==> src/rtl/run_step_controller_pkg.sv <==
// Shared processor constants: run/step FSM state
// encodings and halt cause codes.
package run_step_controller_pkg;

  typedef enum logic [1:0] {
    S_HALT = 2'b00,
    S_RUN  = 2'b01,
    S_STEP = 2'b10,
    S_DONE = 2'b11
  } state_t;

  typedef enum logic [1:0] {
    C_NONE  = 2'b00,
    C_BREAK = 2'b01,
    C_STOP  = 2'b10,
    C_ERROR = 2'b11
  } cause_t;

endpackage

==> src/rtl/run_step_controller_button_debouncer.sv <==
// Step button: 2-flop synchronizer, stable-sample
// debounce and rising-edge pulse.
module button_debouncer #(
  parameter int DEBOUNCE_CYCLES = 4
) (
  input  logic clock,
  input  logic reset,
  input  logic btn,
  output logic level,
  output logic rise
);

  localparam int CW = $clog2(DEBOUNCE_CYCLES + 1);

  logic          s1;
  logic          s2;
  logic [CW-1:0] cnt;

  always_ff @(posedge clock) begin
    if (!reset) begin
      s1    <= 1'b0;
      s2    <= 1'b0;
      cnt   <= '0;
      level <= 1'b0;
      rise  <= 1'b0;
    end else begin
      s1   <= btn;
      s2   <= s1;
      rise <= 1'b0;
      // cnt tracks how many samples in a row disagreed
      if (s2 == level) begin
        cnt <= '0;
      end else if (cnt == CW'(DEBOUNCE_CYCLES - 1)) begin
        cnt   <= '0;
        level <= s2;
        rise  <= s2;
      end else begin
        cnt <= cnt + CW'(1);
      end
    end
  end

endmodule

==> src/rtl/run_step_controller.sv <==
// Run / single-step / breakpoint controller gating
// the processor pipeline clock enable.
module run_step_controller
  import run_step_controller_pkg::*;
#(
  parameter int DEBOUNCE_CYCLES = 4,
  parameter int CNT_W           = 16
) (
  input  logic             clock,
  input  logic             reset,
  input  logic             run_sw,
  input  logic             step_btn,
  input  logic             bp_enable,
  input  logic [7:0]       bp_addr,
  input  logic [7:0]       program_counter,
  input  logic             instr_stop,
  input  logic             error_flag,
  output logic             proc_enable,
  output logic [1:0]       state_out,
  output logic [1:0]       halt_cause,
  output logic [CNT_W-1:0] step_count
);

  state_t state;
  cause_t cause;
  logic   first_run;
  logic   run_q;
  logic   run_low_seen;
  logic   step_level;
  logic   step_req;
  logic   bp_match;
  logic   bp_hit;
  logic   stop_now;
  logic   run_rise;

  button_debouncer #(
    .DEBOUNCE_CYCLES(DEBOUNCE_CYCLES)
  ) u_btn (
    .clock(clock),
    .reset(reset),
    .btn  (step_btn),
    .level(step_level),
    .rise (step_req)
  );

  // run_low_seen blocks a switch left high across reset
  always_comb begin
    bp_match = bp_enable && (program_counter == bp_addr);
    bp_hit   = bp_match && !first_run;
    stop_now = error_flag | instr_stop | bp_hit | ~run_sw;
    run_rise = run_sw & ~run_q & run_low_seen;
    proc_enable = (state == S_STEP) ||
                  ((state == S_RUN) && !stop_now);
  end

  assign state_out  = state;
  assign halt_cause = cause;

  always_ff @(posedge clock) begin
    if (!reset) begin
      state        <= S_HALT;
      cause        <= C_NONE;
      step_count   <= '0;
      first_run    <= 1'b0;
      run_q        <= 1'b0;
      run_low_seen <= 1'b0;
    end else begin
      run_q        <= run_sw;
      run_low_seen <= run_low_seen | ~run_sw;
      first_run    <= 1'b0;
      if (proc_enable)
        step_count <= step_count + CNT_W'(1);
      unique case (state)
        S_HALT: begin
          if (step_req) begin
            state <= S_STEP;
          end else if (run_rise) begin
            state     <= S_RUN;
            cause     <= C_NONE;
            first_run <= 1'b1;
          end
        end
        S_STEP: begin
          if (error_flag) begin
            state <= S_DONE;
            cause <= C_ERROR;
          end else if (instr_stop) begin
            state <= S_DONE;
            cause <= C_STOP;
          end else begin
            state <= S_HALT;
            cause <= bp_match ? C_BREAK : C_NONE;
          end
        end
        S_RUN: begin
          if (error_flag) begin
            state <= S_DONE;
            cause <= C_ERROR;
          end else if (instr_stop) begin
            state <= S_DONE;
            cause <= C_STOP;
          end else if (bp_hit) begin
            state <= S_HALT;
            cause <= C_BREAK;
          end else if (!run_sw) begin
            state <= S_HALT;
            cause <= C_NONE;
          end
        end
        S_DONE: begin
          state <= S_DONE;
        end
        default: state <= S_HALT;
      endcase
    end
  end

  logic unused_level;
  assign unused_level = step_level;

endmodule

==> config.mk <==
export PLATFORM = sky130hd
export DESIGN_NAME = run_step_controller
export DESIGN_NICKNAME = d
export VERILOG_FILES = /design/src/rtl/run_step_controller_pkg.sv /design/src/rtl/run_step_controller_button_debouncer.sv /design/src/rtl/run_step_controller.sv
export SDC_FILE = /design/constraint.sdc
export NUM_CORES = 1
export LEC_CHECK = 0
export ABC_AREA = 1
export ABC_CLOCK_PERIOD_IN_PS = 1300
export BUFFER_PORTS_ARGS = -buffer_cell sky130_fd_sc_hd__clkbuf_2
export CAP_MARGIN = 20
export CORE_MARGIN = 2
export CORE_UTILIZATION = 48
export DETAILED_ROUTE_END_ITERATION = 8
export PLACE_DENSITY_LB_ADDON = 0.3
export SLEW_MARGIN = 25
export SYNTH_ARGS = -nofsm -noshare
export SYNTH_HDL_FRONTEND = slang
export SYNTH_SLANG_ARGS = --single-unit
==> constraint.sdc <==
create_clock -name clock -period 1.3 [get_ports clock]
set_input_delay 0.195 -clock clock [delete_from_list [all_inputs] [get_ports clock]]
set_output_delay 0.195 -clock clock [all_outputs]
set_load 0.05 [all_outputs]
## Yosys cells after proc, flatten, opt, wreduce, memory -nomap -nowiden

Index checks and enable logic that the tools add are counted.
W data, S select, Z words.

- Bits of input ports: 23
- Register bits after elaboration: 30
- Logic and storage cells: 68
- Output and inout port bits: 21

- Mux-type cells: 19
- Bitwise logic cells: 12
- Eq/ne operators: 10
- Add/sub/neg operators: 2
- Reductions and logical operators: 14

Operators by type and width:

| kind | number |
|---|---|
| $mux W2 | 15 |
| $add A16 B1 Y16 const B | 1 |
| $reduce_or A3 Y1 | 3 |
| $eq A8 B8 Y1 | 1 |
| $pmux W2 S4 | 1 |
| $not A1 Y1 | 6 |
| $pmux W2 S3 | 1 |
| $ne A5 B5 Y1 const B | 1 |
| $eq A2 B2 Y1 const B | 2 |
| $ne A2 B2 Y1 const B | 2 |
| $or A1 B1 Y1 | 4 |
| $reduce_and A2 Y1 | 2 |
| $reduce_and A4 Y1 | 1 |
| $add A3 B1 Y3 const B | 1 |
| $eq A3 B2 Y1 const B | 1 |
| $logic_and A1 B1 Y1 | 3 |
| $ne A3 B2 Y1 const B | 1 |
| $reduce_bool A3 Y1 | 1 |
| $and A1 B1 Y1 | 2 |
| $eq A2 B1 Y1 const B | 1 |
| $logic_not A1 Y1 | 2 |
| $logic_not A2 Y1 | 1 |
| $mux W1 | 2 |
| $eq A1 B1 Y1 | 1 |
| $logic_or A1 B1 Y1 | 1 |

## Depth between registers and ports, before layout

- Depth after elaboration: 8
- Mapped depth: 12
- Depth with buffers taken out: 12

## Modules after synthesis

From an unflattened synthesis, not the netlist that was laid out.

- Cell total of the unflattened synthesis: 251
- Area, all modules: 1800.5 sq um

Modules (own cells, without submodules):

| module | instances | area each (sq um) | seq. area each (sq um) | cells an instance |
|---|---|---|---|---|
| run_step_controller | 1 | 1545.2 | 460.4 | 222 |
| button_debouncer | 1 | 255.2 | 140.1 | 29 |

## Least setup slack after synthesis

No wires, ideal clock.

- Path type: reg2reg
- Start: reg state[0] (netlist: state_out[0])
- End: reg step_count[0]
- Path slack: -517 ps
- Buffers on the path: 1
- Data arrival time: 1748 ps
- Data required time: 1232 ps
- Period minus slack after synthesis: 1817 ps
- Cell stages (with the launch flop): 9
- Setup time: 68 ps
- Cells stage by stage: dfxtp_1 -> ha_1 -> inv_1 -> nor3_4 -> nand2_4 -> nand2_4 -> buf_6 -> nand2_1 -> a21oi_2

- Longest elaborated chain between the ends: 3
- Elaborated cells between the ends (all ways): 4
- Those cells by class: eq/ne: 2; reduce/logical: 2

Ends and longest elaborated chain:

| element | RTL line | text |
|---|---|---|
| from (decl) | run_step_controller.sv:24 | `state_t state;` |
| from (signal assigned) | run_step_controller.sv:61 | `state <= S_HALT;` |
| from (signal assigned) | run_step_controller.sv:76 | `state <= S_STEP;` |
| from (signal assigned) | run_step_controller.sv:78 | `state <= S_RUN;` |
| $eq A2 B1 Y1 | run_step_controller.sv:53 | `((state == S_RUN) && !stop_now);` |
| $logic_and A1 B1 Y1 | run_step_controller.sv:53 |  |
| $logic_or A1 B1 Y1 (*) | run_step_controller.sv:52 | `proc_enable = (state == S_STEP) \|\|` |
| net proc_enable | run_step_controller.sv:18 | `output logic proc_enable,` |
| to (signal assigned) | run_step_controller.sv:72 | `step_count <= step_count + CNT_W'(1);` |
| to (decl) | run_step_controller.sv:21 | `output logic [CNT_W-1:0] step_count` |

Mark *: on every way through the listed nets, which the timed path passes. The rest lies on a longest branch.
A chain may end at the register's enable or synchronous reset.

## Final worst setup path

- Start: reg state[1] (netlist: state_out[1])
- End: out proc_enable

- Longest elaborated chain between the ends: 3
- Elaborated cells between the ends (all ways): 4
- Those cells by class: eq/ne: 2; reduce/logical: 2

Ends and longest elaborated chain:

| element | RTL line |
|---|---|
| $eq A2 B1 Y1 | run_step_controller.sv:53 |
| $logic_and A1 B1 Y1 | run_step_controller.sv:53 |
| $logic_or A1 B1 Y1 (*) | run_step_controller.sv:52 |
| to (decl) | run_step_controller.sv:18 |

Every way passes the cells marked *; elsewhere a longest branch is shown, timed or not.

==> results.md <==
Power:
- Power spread over the standard cell area amounts to 844 nW/um^2.
- The maximum resistive drop on vdd is 0.000788 V.
- After layout, the design draws a total of 2.18 mW.
- The leakage component of the power is 1.22 nW.

Drt:
- The DRC violation total after the first TritonRoute iteration is 114.
- After detailed routing, the number of remaining DRC violations is 0.
- The count of vias placed by the detailed router is 1944.
- The detailed-routing iteration count for the pre-antenna-repair pass is 4.
- The total wire length after detailed routing is 4450 um.
- After detailed routing, the number of vias per cell comes to 4.88.
- The wire length per cell is 11.2 um.
- The count of nets left with antenna violations once routing finished came out at 0.

Place:
- Buffers placed on the I/O ports in this run total 43.
- The instance area after placement is 2370 um^2.
- At the end of routability-driven placement, the weighted congestion stood at 0.843.
- Detailed placement finished with a half-perimeter wire length of 3300 um.
- After detailed placement, the design holds a cell count of 387.

Synthesis:
- Of the total synthesized cell area, the portion taken by AND, OR, NAND and NOR gates is 34.0%.
- The adder and majority gate portion of the synthesized area is 4.73%.
- The proportion of synthesized area in mux cells is 0%.
- After synthesis, the largest family of logic cells by area is simple AND/OR/NAND/NOR gates.
- The net count after synthesis is 303.
- The mapped netlist covers 1850 um^2.
- The most used flip-flop cell after synthesis is sky130_fd_sc_hd__dfxtp_1.
- The count of state elements after synthesis is 30.
- After synthesis, the cell types taking the most area are sky130_fd_sc_hd__dfxtp_1 32%, sky130_fd_sc_hd__nand2_1 14%, sky130_fd_sc_hd__inv_1 9.3%.
- The share of flip-flops with an asynchronous set or reset is 0%.
- Sequential cells were found to cover 32.4% of the synthesized design area.
- The count of mapped cells out of synthesis is 273.
- The Yosys step of the flow raised 0 warnings.
- The synthesized-area fraction occupied by xor and xnor cells is 7.57%.
- The mean instance size in the synthesized netlist is 6.78 um^2.
- The synthesized netlist contains 25 unique library cells.
- By count the netlist is led by 67 x sky130_fd_sc_hd__nand2_1, 46 x sky130_fd_sc_hd__inv_1, 30 x sky130_fd_sc_hd__dfxtp_1, 30 x sky130_fd_sc_hd__nand3_1, 23 x sky130_fd_sc_hd__nor2_1.
- The post-synthesis cell type with the largest combined area is sky130_fd_sc_hd__dfxtp_1.
- Counting flops with a built-in enable in the synthesized netlist gives 0.
- The synthesized design devotes to its leading area cell type 32.4% of total area.
- The synthesized netlist devotes 8.65% of its cell area to compound gates.
- In the post-synthesis netlist, the cell with the most instances is sky130_fd_sc_hd__nand2_1.

Timing:
- The final number of setup-violating endpoints is 20.
- The clock period minus worst slack is 1.52 ns.
- Setup repair after global routing could not meet its margin everywhere.
- Derived from the worst setup path, the maximum achievable clock frequency is 660 MHz.
- The clock arrives with 0.00878 ns of skew.
- At the pin with the least slew margin, the transition time is 0.337 ns.
- The final number of max-transition violations is 0.
- The worst pin sits at a relative slew slack of 77.3%.
- In the post-route analysis, the smallest setup slack over all paths is -0.215 ns.
- The sum of negative setup slack is -1.44 ns.
- After layout, the worst path uses 117% of the clock period.
- The total count of hold-check failures in the final report was 0.

Floorplanning:
- Row generation in the floorplan step produced 22 rows.
- The die area is 4370 um^2.
- The area of the placeable core is 3690 um^2.
- The die is 66.1 um tall.
- The horizontal die dimension is 66.1 um.
- The initial core utilization is 50.2%.
- Pin placement for this block handled 44 I/O pins.

Setup path:
- STA classifies the critical path startpoint as a flop.
- The type of the worst setup path is reg2out.
- Along the worst path, the maximum fanout reaches 4.
- The worst setup path is captured at a primary output.
- Data on the critical path is required at its endpoint by 1.11 ns.
- The endpoint arrival time on the critical path is 1.32 ns.

CTS:
- In this run, CTS created clock tree buffers numbering 5.
- The number of clock sinks is 30.
- The H-tree depth reported by CTS is 2.
- In this run the clock root is driven by a sky130_fd_sc_hd__clkbuf_8.
- The post-cts hold buffer count is 0.
- The clock input transition at the sequential cells of the worst setup and hold paths is 0.06 ns.
- TritonCTS built the clock tree.
- Counting along the longest clock path gives a buffer depth of 2.
- For the worst-skew pair, the clock arrives at the later sink with an insertion delay of 0.28 ns.

Cells and area:
- The finished layout holds 398 standard cells, fillers aside.
- The net count of the finished layout is 379.
- The number of fill cells is 328.
- The cell area after layout is 2580 um^2.
- In the final layout, the share of cells above drive strength 1 is 40.9%.
- The area overhead of the layout relative to synthesis is 39.6%.
- The antenna diode count is 0.

Status:
- The run finished, with violations left.
- The final reports fail on setup timing.

Hold path:
- The worst min-delay path category is in2reg.

Global routing:
- The pin count of the biggest net entering global routing is 22.
- The total congestion overflow after global routing is 0.
- Global routing consumed, over all layers together, 22.8% of the routing resources.
- The via count of the first global-routing pass is 1949.
- The first global-routing pass estimated 7780 um of wire.
- The initial antenna violation count is 0.

Flow run:
- The total of max-cap violations is 0.
==> sequential cells by signal, indices dropped and copies added (netlist names) <==
register      flops
step_count       16
u_btn.cnt         3
halt_cause        2
state_out         2
first_run         1
run_low_seen      1
run_q             1
u_btn.level       1
u_btn.rise        1
u_btn.s1          1
u_btn.s2          1
==> routing by layer <==
layer,vias up,wire (um),global-route usage [%]
met5,-,0,0
met4,0,69,9.69
met3,7,198,5.28
met2,43,2200,40.1
met1,887,1980,26.1
li1,1007,-,-
==> worst max-delay path, cell delays in order (launching register included) <==
cell and delay [ns]:
sky130_fd_sc_hd__dfxtp_4 0.35, sky130_fd_sc_hd__inv_4 0.05, sky130_fd_sc_hd__ha_4 0.12, sky130_fd_sc_hd__inv_2 0.05, sky130_fd_sc_hd__nor3_4 0.13, sky130_fd_sc_hd__nand2_4 0.09, sky130_fd_sc_hd__nand2_4 0.09, sky130_fd_sc_hd__clkbuf_16 0.16
==> where the power goes <==
part	internal, mW	switching [mW]
clock	0.379	0.333
combinational	0.208	0.301
sequential	0.942	0.0197
==> through the flow <==
step	util, %	setup slack (ns)	hold WS, ns
after floorplan	-	-0.0885	0.288
after global placement	64.4	-0.0794	0.379
after detailed placement	64.4	-0.117	0.383
after CTS	67.4	-0.250	0.0949
after global routing	70.1	-0.265	0.107
final	70.1	-0.215	0.0986
==> kinds of logic after synthesis <==
family          Yosys count
fa+ha+maj                 7
xor+xnor                 16
simple gates            137
compound gates           29
buf+inv                  54
flops                    30
==> repair_timing <==
item	CTS	global route
cloned	0	1
gates resized for setup	9	24
setup buffers	2	2
pin swaps	13	10
setup endpoints to repair	15	21
==> cell usage in the layout (no fill, tap or decap) <==
| cell | instances |
|---|---|
| sky130_fd_sc_hd__buf_6 | 2 |
| sky130_fd_sc_hd__a21oi_2 | 16 |
| sky130_fd_sc_hd__nor2_4 | 1 |
| sky130_fd_sc_hd__clkbuf_16 | 1 |
| sky130_fd_sc_hd__nand3_1 | 28 |
| sky130_fd_sc_hd__nor2_1 | 18 |
| sky130_fd_sc_hd__o21ai_0 | 1 |
| sky130_fd_sc_hd__ha_4 | 2 |
| sky130_fd_sc_hd__a21oi_1 | 10 |
| sky130_fd_sc_hd__nand3b_1 | 1 |
| sky130_fd_sc_hd__or2_1 | 1 |
| sky130_fd_sc_hd__ha_2 | 2 |
| sky130_fd_sc_hd__nor3_1 | 4 |
| sky130_fd_sc_hd__nor3_4 | 2 |
| sky130_fd_sc_hd__xnor2_1 | 6 |
| sky130_fd_sc_hd__clkbuf_8 | 5 |
| sky130_fd_sc_hd__ha_1 | 3 |
| sky130_fd_sc_hd__nand2_1 | 64 |
| sky130_fd_sc_hd__nor2_2 | 5 |
| sky130_fd_sc_hd__nand2_2 | 2 |
| sky130_fd_sc_hd__nor3_2 | 2 |
| sky130_fd_sc_hd__dfxtp_2 | 12 |
| sky130_fd_sc_hd__o21ai_1 | 1 |
| sky130_fd_sc_hd__o21ai_2 | 1 |
| sky130_fd_sc_hd__inv_2 | 4 |
| sky130_fd_sc_hd__clkbuf_1 | 3 |
| sky130_fd_sc_hd__nand4_1 | 2 |
| sky130_fd_sc_hd__clkbuf_2 | 42 |
| sky130_fd_sc_hd__inv_4 | 2 |
| sky130_fd_sc_hd__dfxtp_4 | 4 |
| sky130_fd_sc_hd__xor2_1 | 10 |
| sky130_fd_sc_hd__dfxtp_1 | 14 |
| sky130_fd_sc_hd__inv_1 | 41 |
| sky130_fd_sc_hd__nand2_4 | 3 |
| sky130_fd_sc_hd__nand3_2 | 4 |
| sky130_fd_sc_hd__buf_4 | 31 |
==> cell type report <==
| type | instances | area [um^2] | area share, % |
|---|---|---|---|
| flip-flops and latches | 30 | 631 | 24.4 |
| multi-input cells | 189 | 1140 | 44.2 |
| inverters | 47 | 181 | 7.02 |
| well taps | 48 | 60.1 | 2.32 |
| repair buffers | 76 | 490 | 19.0 |
| clock buffers | 8 | 80.1 | 3.10 |
==> worst paths after layout <==
| kind | start | to | slack, ns | depth (start not counted) |
|---|---|---|---|---|
| max | state_out[1] | proc_enable | -0.22 | 7 |
| min reg2reg | u_btn.s1 | u_btn.s2 | 0.41 | 2 |
| max reg2reg | state_out[1] | step_count[6] | -0.08 | 10 |
| min | step_btn | u_btn.s1 | 0.1 | 3 |
Note: power is estimated with default switching activity, not from simulation.
